--- src/rtl/timed_action_if.sv ---
// timed_action_if: button, collision and frame-output signals of one player's action controller
interface timed_action_if #(
  parameter int HEALTH_WIDTH = 3,
  parameter int SCORE_WIDTH = 4
);
  logic ir_in_valid;
  logic block_in;
  logic lunge_in;
  logic tick_in;
  logic hit_in;
  logic parry_in;
  logic opponent_scored_in;
  logic [1:0] saber_state_out;
  logic [HEALTH_WIDTH-1:0] health_out;
  logic [SCORE_WIDTH-1:0] score_out;
  logic player_scored_out;
  logic game_over_out;
  logic data_out_valid;
  modport master (
    output ir_in_valid, block_in, lunge_in, tick_in, hit_in, parry_in, opponent_scored_in,
    input saber_state_out, health_out, score_out, player_scored_out, game_over_out, data_out_valid
  );
  modport slave (
    input ir_in_valid, block_in, lunge_in, tick_in, hit_in, parry_in, opponent_scored_in,
    output saber_state_out, health_out, score_out, player_scored_out, game_over_out, data_out_valid
  );
endinterface

--- src/rtl/timed_action_fsm.sv ---
// timed_action_fsm: per-player fencing action controller evaluated once per frame tick
module timed_action_fsm #(
  parameter int MAX_HEALTH = 5,
  parameter int HEALTH_WIDTH = 3,
  parameter int SCORE_WIDTH = 4,
  parameter int LUNGE_FRAMES = 2,
  parameter int ATTACK_FRAMES = 8,
  parameter int BLOCK_FRAMES = 30,
  parameter int RECOVER_FRAMES = 4
) (
  input logic clk_pixel_in,
  input logic rst_in,
  timed_action_if.slave bus
);
  localparam int MAX_LA = LUNGE_FRAMES > ATTACK_FRAMES ? LUNGE_FRAMES : ATTACK_FRAMES;
  localparam int MAX_BR = BLOCK_FRAMES > RECOVER_FRAMES ? BLOCK_FRAMES : RECOVER_FRAMES;
  localparam int MAX_F = MAX_LA > MAX_BR ? MAX_LA : MAX_BR;
  localparam int TW = $clog2(MAX_F) + 1;
  typedef enum logic [2:0] {REST, LUNGE, BLOCK, ATTACK, SCORE, RECOVER, DEAD} state_t;
  state_t state, state_d;
  logic [TW-1:0] timer, timer_d;
  logic [HEALTH_WIDTH-1:0] health, health_d;
  logic [SCORE_WIDTH-1:0] score, score_d;
  logic [1:0] saber_d;
  logic block_q, lunge_q, dmg, inc;
  always_comb begin
    state_d = state;
    dmg = 1'b0;
    inc = 1'b0;
    if (bus.tick_in)
      case (state)
        REST:
          if (bus.opponent_scored_in) dmg = 1'b1;
          else if (block_q) state_d = BLOCK;
          else if (lunge_q) state_d = LUNGE;
        BLOCK:
          if (bus.parry_in) begin
            inc = 1'b1;
            state_d = RECOVER;
          end
          else if (!block_q) state_d = REST;
          else if (timer == TW'(BLOCK_FRAMES - 1)) state_d = RECOVER;
        LUNGE:
          if (bus.opponent_scored_in) dmg = 1'b1;
          else if (timer == TW'(LUNGE_FRAMES - 1)) state_d = ATTACK;
        ATTACK:
          if (bus.hit_in && bus.opponent_scored_in) begin
            inc = 1'b1;
            dmg = 1'b1;
          end
          else if (bus.hit_in) state_d = SCORE;
          else if (bus.opponent_scored_in) dmg = 1'b1;
          else if (!lunge_q || timer == TW'(ATTACK_FRAMES - 1)) state_d = RECOVER;
        SCORE: begin
          inc = 1'b1;
          state_d = RECOVER;
        end
        RECOVER:
          if (timer == TW'(RECOVER_FRAMES - 1)) state_d = REST;
        default: ;
      endcase
    // a touch that takes the last point of health ends the game instead of recovering
    if (dmg) state_d = health == HEALTH_WIDTH'(1) ? DEAD : RECOVER;
    health_d = health - HEALTH_WIDTH'(dmg);
    score_d = (inc && score != '1) ? score + SCORE_WIDTH'(1) : score;
    timer_d = !bus.tick_in ? timer : (state_d != state ? '0 : timer + TW'(1));
    saber_d = state_d == LUNGE ? 2'b01 : state_d == BLOCK ? 2'b10 : state_d == ATTACK ? 2'b11 : 2'b00;
  end
  always_ff @(posedge clk_pixel_in) begin
    if (rst_in) begin
      state <= REST;
      timer <= '0;
      health <= HEALTH_WIDTH'(MAX_HEALTH);
      score <= '0;
      block_q <= 1'b0;
      lunge_q <= 1'b0;
      bus.saber_state_out <= 2'b00;
      bus.game_over_out <= 1'b0;
      bus.data_out_valid <= 1'b0;
      bus.player_scored_out <= 1'b0;
    end else begin
      state <= state_d;
      timer <= timer_d;
      health <= health_d;
      score <= score_d;
      bus.saber_state_out <= saber_d;
      bus.game_over_out <= state_d == DEAD;
      bus.data_out_valid <= bus.tick_in;
      bus.player_scored_out <= inc;
      if (bus.ir_in_valid) begin
        block_q <= bus.block_in;
        lunge_q <= bus.lunge_in & ~bus.block_in;
      end
    end
  end
  assign bus.health_out = health;
  assign bus.score_out = score;
endmodule

--- src/flat_wrapper.sv ---
// flat-port wrapper written by rule: the top's interface ports become plain ports
module timed_action_fsm_flat 
#(
  parameter int MAX_HEALTH = 5,
  parameter int HEALTH_WIDTH = 3,
  parameter int SCORE_WIDTH = 4,
  parameter int LUNGE_FRAMES = 2,
  parameter int ATTACK_FRAMES = 8,
  parameter int BLOCK_FRAMES = 30,
  parameter int RECOVER_FRAMES = 4
)
  (clk_pixel_in, rst_in, bus_ir_in_valid, bus_block_in, bus_lunge_in, bus_tick_in, bus_hit_in, bus_parry_in, bus_opponent_scored_in, bus_saber_state_out, bus_health_out, bus_score_out, bus_player_scored_out, bus_game_over_out, bus_data_out_valid);
  timed_action_if #(.HEALTH_WIDTH(HEALTH_WIDTH), .SCORE_WIDTH(SCORE_WIDTH)) bus_i ();
  input logic clk_pixel_in;
  input logic rst_in;
  input wire logic [$bits(bus_i.ir_in_valid)-1:0] bus_ir_in_valid;
  input wire logic [$bits(bus_i.block_in)-1:0] bus_block_in;
  input wire logic [$bits(bus_i.lunge_in)-1:0] bus_lunge_in;
  input wire logic [$bits(bus_i.tick_in)-1:0] bus_tick_in;
  input wire logic [$bits(bus_i.hit_in)-1:0] bus_hit_in;
  input wire logic [$bits(bus_i.parry_in)-1:0] bus_parry_in;
  input wire logic [$bits(bus_i.opponent_scored_in)-1:0] bus_opponent_scored_in;
  output wire logic [$bits(bus_i.saber_state_out)-1:0] bus_saber_state_out;
  output wire logic [$bits(bus_i.health_out)-1:0] bus_health_out;
  output wire logic [$bits(bus_i.score_out)-1:0] bus_score_out;
  output wire logic [$bits(bus_i.player_scored_out)-1:0] bus_player_scored_out;
  output wire logic [$bits(bus_i.game_over_out)-1:0] bus_game_over_out;
  output wire logic [$bits(bus_i.data_out_valid)-1:0] bus_data_out_valid;
  assign bus_i.ir_in_valid = bus_ir_in_valid;
  assign bus_i.block_in = bus_block_in;
  assign bus_i.lunge_in = bus_lunge_in;
  assign bus_i.tick_in = bus_tick_in;
  assign bus_i.hit_in = bus_hit_in;
  assign bus_i.parry_in = bus_parry_in;
  assign bus_i.opponent_scored_in = bus_opponent_scored_in;
  assign bus_saber_state_out = bus_i.saber_state_out;
  assign bus_health_out = bus_i.health_out;
  assign bus_score_out = bus_i.score_out;
  assign bus_player_scored_out = bus_i.player_scored_out;
  assign bus_game_over_out = bus_i.game_over_out;
  assign bus_data_out_valid = bus_i.data_out_valid;
  timed_action_fsm #(.MAX_HEALTH(MAX_HEALTH), .HEALTH_WIDTH(HEALTH_WIDTH), .SCORE_WIDTH(SCORE_WIDTH), .LUNGE_FRAMES(LUNGE_FRAMES), .ATTACK_FRAMES(ATTACK_FRAMES), .BLOCK_FRAMES(BLOCK_FRAMES), .RECOVER_FRAMES(RECOVER_FRAMES)) u_core (.clk_pixel_in(clk_pixel_in), .rst_in(rst_in), .bus(bus_i));
endmodule
--- config.mk ---
export PLATFORM = sky130hd
export DESIGN_NAME = timed_action_fsm_flat
export DESIGN_NICKNAME = d
export VERILOG_FILES = /design/src/rtl/timed_action_if.sv /design/src/rtl/timed_action_fsm.sv /design/src/flat_wrapper.sv
export SDC_FILE = /design/constraint.sdc
export NUM_CORES = 1
export LEC_CHECK = 0
export ABC_AREA = 1
export ABC_CLOCK_PERIOD_IN_PS = 1700
export BUFFER_PORTS_ARGS = -buffer_cell sky130_fd_sc_hd__clkbuf_2
export CAP_MARGIN = 20
export CORE_MARGIN = 2
export CORE_UTILIZATION = 55
export DETAILED_ROUTE_END_ITERATION = 10
export MAX_ROUTING_LAYER = met4
export PLACE_DENSITY = 0.78
export SYNTH_ARGS = -nofsm -noshare
export SYNTH_HDL_FRONTEND = slang
export SYNTH_SLANG_ARGS = --single-unit
export TNS_END_PERCENT = 10
--- constraint.sdc ---
create_clock -name clk_pixel_in -period 1.7 [get_ports clk_pixel_in]
set_input_delay 0.255 -clock clk_pixel_in [delete_from_list [all_inputs] [get_ports clk_pixel_in]]
set_output_delay 0.255 -clock clk_pixel_in [all_outputs]
set_load 0.02 [all_outputs]
Word level (Yosys, flattened, before mapping)
Index checks and enable logic that the tools add are counted.
{"block": "totals", "regBits": 23, "output_inout_bits": 12, "word_cells": 69}
{"block": "classes", "addsub": 3, "eq_ne": 16, "n_mux": 30, "bitwise_logic": 2, "n_reduce_logical": 7}
{"operator": "$mux W3", "n": 15}
{"operator": "$pmux W3 S6", "n": 1}
{"operator": "$eq A3 B2 Y1 const B", "n": 4}
{"operator": "$eq A3 B1 Y1 const B", "n": 3}
{"operator": "$eq A3 B3 Y1 const B", "n": 3}
{"operator": "$mux W1", "n": 8}
{"operator": "$add A6 B1 Y6 const B", "n": 1}
{"operator": "$eq A6 B1 Y1 const B", "n": 1}
{"operator": "$eq A6 B2 Y1 const B", "n": 1}
{"operator": "$eq A6 B3 Y1 const B", "n": 1}
{"operator": "$eq A6 B5 Y1 const B", "n": 1}
{"operator": "$mux W2", "n": 3}
{"operator": "$mux W6", "n": 1}
{"operator": "$add A4 B1 Y4 const B", "n": 1}
{"operator": "$ne A4 B4 Y1 const B", "n": 1}
{"operator": "$reduce_or A2 Y1", "n": 2}
{"operator": "$logic_not A3 Y1", "n": 1}
{"operator": "$ne A3 B3 Y1", "n": 1}
{"operator": "$pmux W1 S3", "n": 1}
{"operator": "$sub A3 B1 Y3", "n": 1}
{"operator": "$logic_and A1 B1 Y1", "n": 2}
{"operator": "$pmux W1 S2", "n": 1}
{"operator": "$and A1 B1 Y1", "n": 1}
{"operator": "$logic_not A1 Y1", "n": 1}
{"operator": "other kinds (2)", "n": 2}

Depth between registers and ports, before layout
{"block": "depth", "word_depth": 13, "mapped_depth": 15}

Worst setup path before layout
Ideal clock, no wire load.
{"block": "synth_path", "path_kind": "reg-to-reg", "start": "register u_core.timer[1]", "end": "register u_core.timer[0]", "setup_time_ps": 66, "arrival_time_ps": 1469, "required_time_ps": 1634, "path_slack_ps": 166, "path_stages_with_launch": 16, "n_path_buf": 0, "path_cell_list": "dfxtp_1 inv_1 ha_1 nand3_1 nor2_2 inv_1 nor2_2 nor2_1 nand3_1 nand2_1 nand2_2 nand2_1 nand2_1 nor2_2 nand3_2 nor2_1"}
{"block": "synth_via", "elab_chain_len": 11, "elab_cells_between_ends": 20}
{"element": "start: declaration", "line": "timed_action_fsm.sv:21", "source": "logic [TW-1:0] timer, timer_d;"}
{"element": "start signal: assignment", "line": "timed_action_fsm.sv:83", "source": "timer <= timer_d;"}
{"element": "$eq A6 B3 Y1", "line": "timed_action_fsm.sv:53", "source": "else if (!lunge_q || timer == TW'(ATTACK_FRAMES - 1)) state_d = RECOVER;"}
{"element": "$logic_or A1 B1 Y1", "line": "timed_action_fsm.sv:53"}
{"element": "$mux W3", "line": "timed_action_fsm.sv:53"}
{"element": "$mux W3", "line": "timed_action_fsm.sv:52", "source": "else if (bus.opponent_scored_in) dmg = 1'b1;"}
{"element": "$mux W3", "line": "timed_action_fsm.sv:51", "source": "else if (bus.hit_in) state_d = SCORE;"}
{"element": "$mux W3", "line": "timed_action_fsm.sv:47", "source": "if (bus.hit_in && bus.opponent_scored_in) begin"}
{"element": "$pmux W3 S6 *", "line": "timed_action_fsm.sv:31", "source": "case (state)"}
{"element": "$mux W3 *", "line": "timed_action_fsm.sv:30", "source": "if (bus.tick_in)"}
{"element": "$mux W3 *", "line": "timed_action_fsm.sv:63", "source": "if (dmg) state_d = health == HEALTH_WIDTH'(1) ? DEAD : RECOVER;"}
{"element": "$ne A3 B3 Y1 *", "line": "timed_action_fsm.sv:66", "source": "timer_d = !bus.tick_in ? timer : (state_d != state ? '0 : timer + TW'(1));"}
{"element": "$mux W6 *", "line": "timed_action_fsm.sv:66"}
Every way passes the cells marked *; elsewhere a longest branch is shown, timed or not.
A chain may end at the register's enable or synchronous reset.

Final worst setup path
{"block": "layout_path", "start": "register u_core.state[1]", "end": "register u_core.timer[1]"}
{"block": "layout_via", "elab_chain_len": 9, "elab_cells_between_ends": 27}
{"element": "start: declaration", "line": "timed_action_fsm.sv:20", "source": "state_t state, state_d;"}
{"element": "start signal: assignment", "line": "timed_action_fsm.sv:82", "source": "state <= state_d;"}
{"element": "$mux W3", "line": "timed_action_fsm.sv:53"}
{"element": "$mux W3", "line": "timed_action_fsm.sv:52"}
{"element": "$mux W3", "line": "timed_action_fsm.sv:51"}
{"element": "$mux W3", "line": "timed_action_fsm.sv:47"}
{"element": "$pmux W3 S6", "line": "timed_action_fsm.sv:31"}
{"element": "$mux W3", "line": "timed_action_fsm.sv:30"}
{"element": "$mux W3", "line": "timed_action_fsm.sv:63"}
{"element": "$ne A3 B3 Y1 *", "line": "timed_action_fsm.sv:66"}
{"element": "$mux W6 *", "line": "timed_action_fsm.sv:66"}
Marks and branches as above.

==> summary.txt <==
Worst path required time = 1.95 ns
Total CTS buffers = 3
WS Path Type = register to register
Antenna cells = 0
Final hold violation count = 0
Worst setup EP type = register
Worst-margin pin slew = 0.622 ns
Fillers = 174
Num rows = 17
Initial antenna violation count = 0
Worst r2r src = u_core.state[1]
Clock Skew = 0.0116 ns
# hold bufs at CTS = 0
Sequential fraction of the synthesis area = 0.352
Final Wtd Congestion = 0.895
First-pass GRT wire length = 4.95 mm
Critical Path Start Type = register
Pin count of the biggest net entering global routing = 14
Most common cell in the netlist = nand2_1
Post-DRT Antenna Nets = 0
Grt peak-use layer = met2
Clk Latency, worst-skew pair = 0.32 ns
Mapped Cells = 198
Final period util = 1.11
Via-to-Cell Ratio = 5.25
Post-synth cell types = 21
Max-slew violations = 0
Num Clock Sinks = 23
Total die area = 2790 um^2
Nets = 247
Fmax = 529 MHz
Io pins = 21
Final Worst Setup Slack = -0.192 ns
Starting Density = 0.586
Synth Net Count = 212
Setup-failing EPs final = 8
Critical path origin = u_core.state[1]
Post-DP HPWL = 2.29 mm
Number of max-cap violations = 0
Met1 Use GR = 0.313
Violated checks = setup timing
Initial drt markers = 52
Cell Area, Synth = 1310 um^2
Post-synthesis register bit count = 23
GRT Residual Overflow = 0
Multi-input logic area = 785 um^2
PD cells = 766 nW/um^2
CTS H-tree depth = 1
Leakage = 0.805 nW
# port buffers = 20
Leading cell types by total area after synthesis = dfxtp_1 35%, nand2_1 14%, inv_1 8.6%
Vias in the first global route = 1,181
Commonest cells post-synth = 48 x nand2_1, 30 x inv_1, 30 x nor2_1
FF/Latch Area = 482 um^2
Routed wire per std cell = 13.3 um
Ys Warns = 0
Worst Hold Launch = bus_ir_in_valid
Met2 global-route usage = 0.404
DR vias = 1,365
Crit-path max FO = 7
Syn avg cell area = 6.61 um^2
Max_slew headroom = 0.582
Yosys top cell area share = 0.352
Post-synth top area cell = dfxtp_1
Worst min-delay path class = primary input to register
Bufs on Longest Clock Path = 2
RSZ-0062 raised after global routing = true
Final setup TNS = -1.05 ns
Detailed Routing Iterations Pass 1 = 4
Worst-path clk slew = 0.13 ns
Post-synth ARST share = 0
Synth Flop Type = dfxtp_1
CTS root buf = clkbuf_4
Area grow syn2layout = 27.0%
DIE WIDTH = 52.8 um
Chip Height = 52.8 um
Hold slack = 0.140 ns
Status = finished with violations
WP data arrival = 2.14 ns
TritonCTS clock tree = built
Layout cells sized above 1 = 0.328
Count of flip-flops with a built-in enable after synthesis = 0
Total track usage = 0.244
VDD IR max = 696 uV
Total Wirelength = 3.47 mm
Final min period = 1.89 ns
Met3 usage = 0.0171
Core ar. = 2230 um^2
Drt drc = 0
Final core occ = 0.744
-- stage by stage --
step / power [W] / cells / setup slack (ns) / area [um^2]
global route: 0.00133 / 260 / -0.258 / 1660
floorplan: 0.000831 / 198 / 0.166 / 1310
global placement: 0.000923 / 250 / 0.0283 / 1470
detailed placement: 0.000932 / 250 / -0.0496 / 1470
CTS: 0.00120 / 256 / -0.0512 / 1530
finish: 0.00127 / 260 / -0.192 / 1660
-- per-layer routing --
| layer | wire length, um | share of wire |
|---|---|---|
| met1 | 1420 | 0.41 |
| met2 | 1780 | 0.51 |
| met3 | 205 | 0.059 |
| met4 | 59 | 0.017 |
| met5 | 0 | 0 |
-- layout make-up --
cell class / instances / area share
clock inverter: 1 / 0.00301
timing repair buffer: 34 / 0.126
inverter: 33 / 0.0745
tap: 28 / 0.0211
clock buffer: 3 / 0.0136
multi-input combinational: 138 / 0.472
sequential: 23 / 0.290
-- power by group --
group | internal [W] | switching [W]
Combinational | 0.000160 | 0.000248
Clock | 0.0000881 | 0.000170
Sequential | 0.000571 | 0.0000360
Total | 0.000819 | 0.000454
-- state kept, by name, summed over array words and instances, names as in the netlist, 2 cells and up --
signal / cells
u_core.bus.score_out: 4
u_core.timer: 6
u_core.bus.health_out: 3
u_core.bus.saber_state_out: 2
u_core.state: 3
-- critical path, stage by stage, from the launching register on --
cell and delay (ns):
dfxtp_2 0.36, buf_6 0.13, inv_2 0.07, nand3_1 0.11, nor2_1 0.05, a21oi_1 0.21, nand3_1 0.18, nand2_1 0.11
nand2_1 0.08, nand2_1 0.10, nand2_1 0.07, nand2_2 0.09, nand3_4 0.13, nor2_2 0.12
-- final timing paths --
| check | end | cells past startpoint | slack (ns) |
|---|---|---|---|
| min reg2reg | u_core.bus.score_out[0] | 1 | 0.53 |
| min | u_core.block_q | 2 | 0.14 |
| max | u_core.timer[1] | 13 | -0.19 |
| max reg2reg | u_core.timer[1] | 13 | -0.19 |
-- what timing repair did --
action,4_1_cts,5_1_grt
setup buffers,2,4
endpoints found under the setup margin,7,15
pin swaps,6,15
gates resized for setup,8,31
-- cell usage in the layout, fill, tap and decap left out, types with 3 or more instances in the layout --
cell type,count
nor2_2,7
ha_1,3
dfxtp_1,16
nand3_1,12
inv_1,28
clkbuf_4,3
nand2_1,42
inv_2,5
nor2_4,4
nand3_2,4
nand2_2,7
a21oi_1,6
buf_4,13
nor3_1,5
clkbuf_2,20
nor2_1,24
dfxtp_4,5
xor2_1,4
o21ai_0,8
-- cells by family (layout without fill, tap and decap cells) --
logic type | count (synthesis) | after routing | share of synthesized area
simple gates | 109 | 109 | 0.361
buf+inv | 37 | 71 | 0.123
flops | 23 | 23 | 0.352
compound gates | 18 | 18 | 0.0755
xor+xnor | 6 | 6 | 0.0402
fa+ha+maj | 5 | 5 | 0.0478
Power figures use the tool's default switching activity.
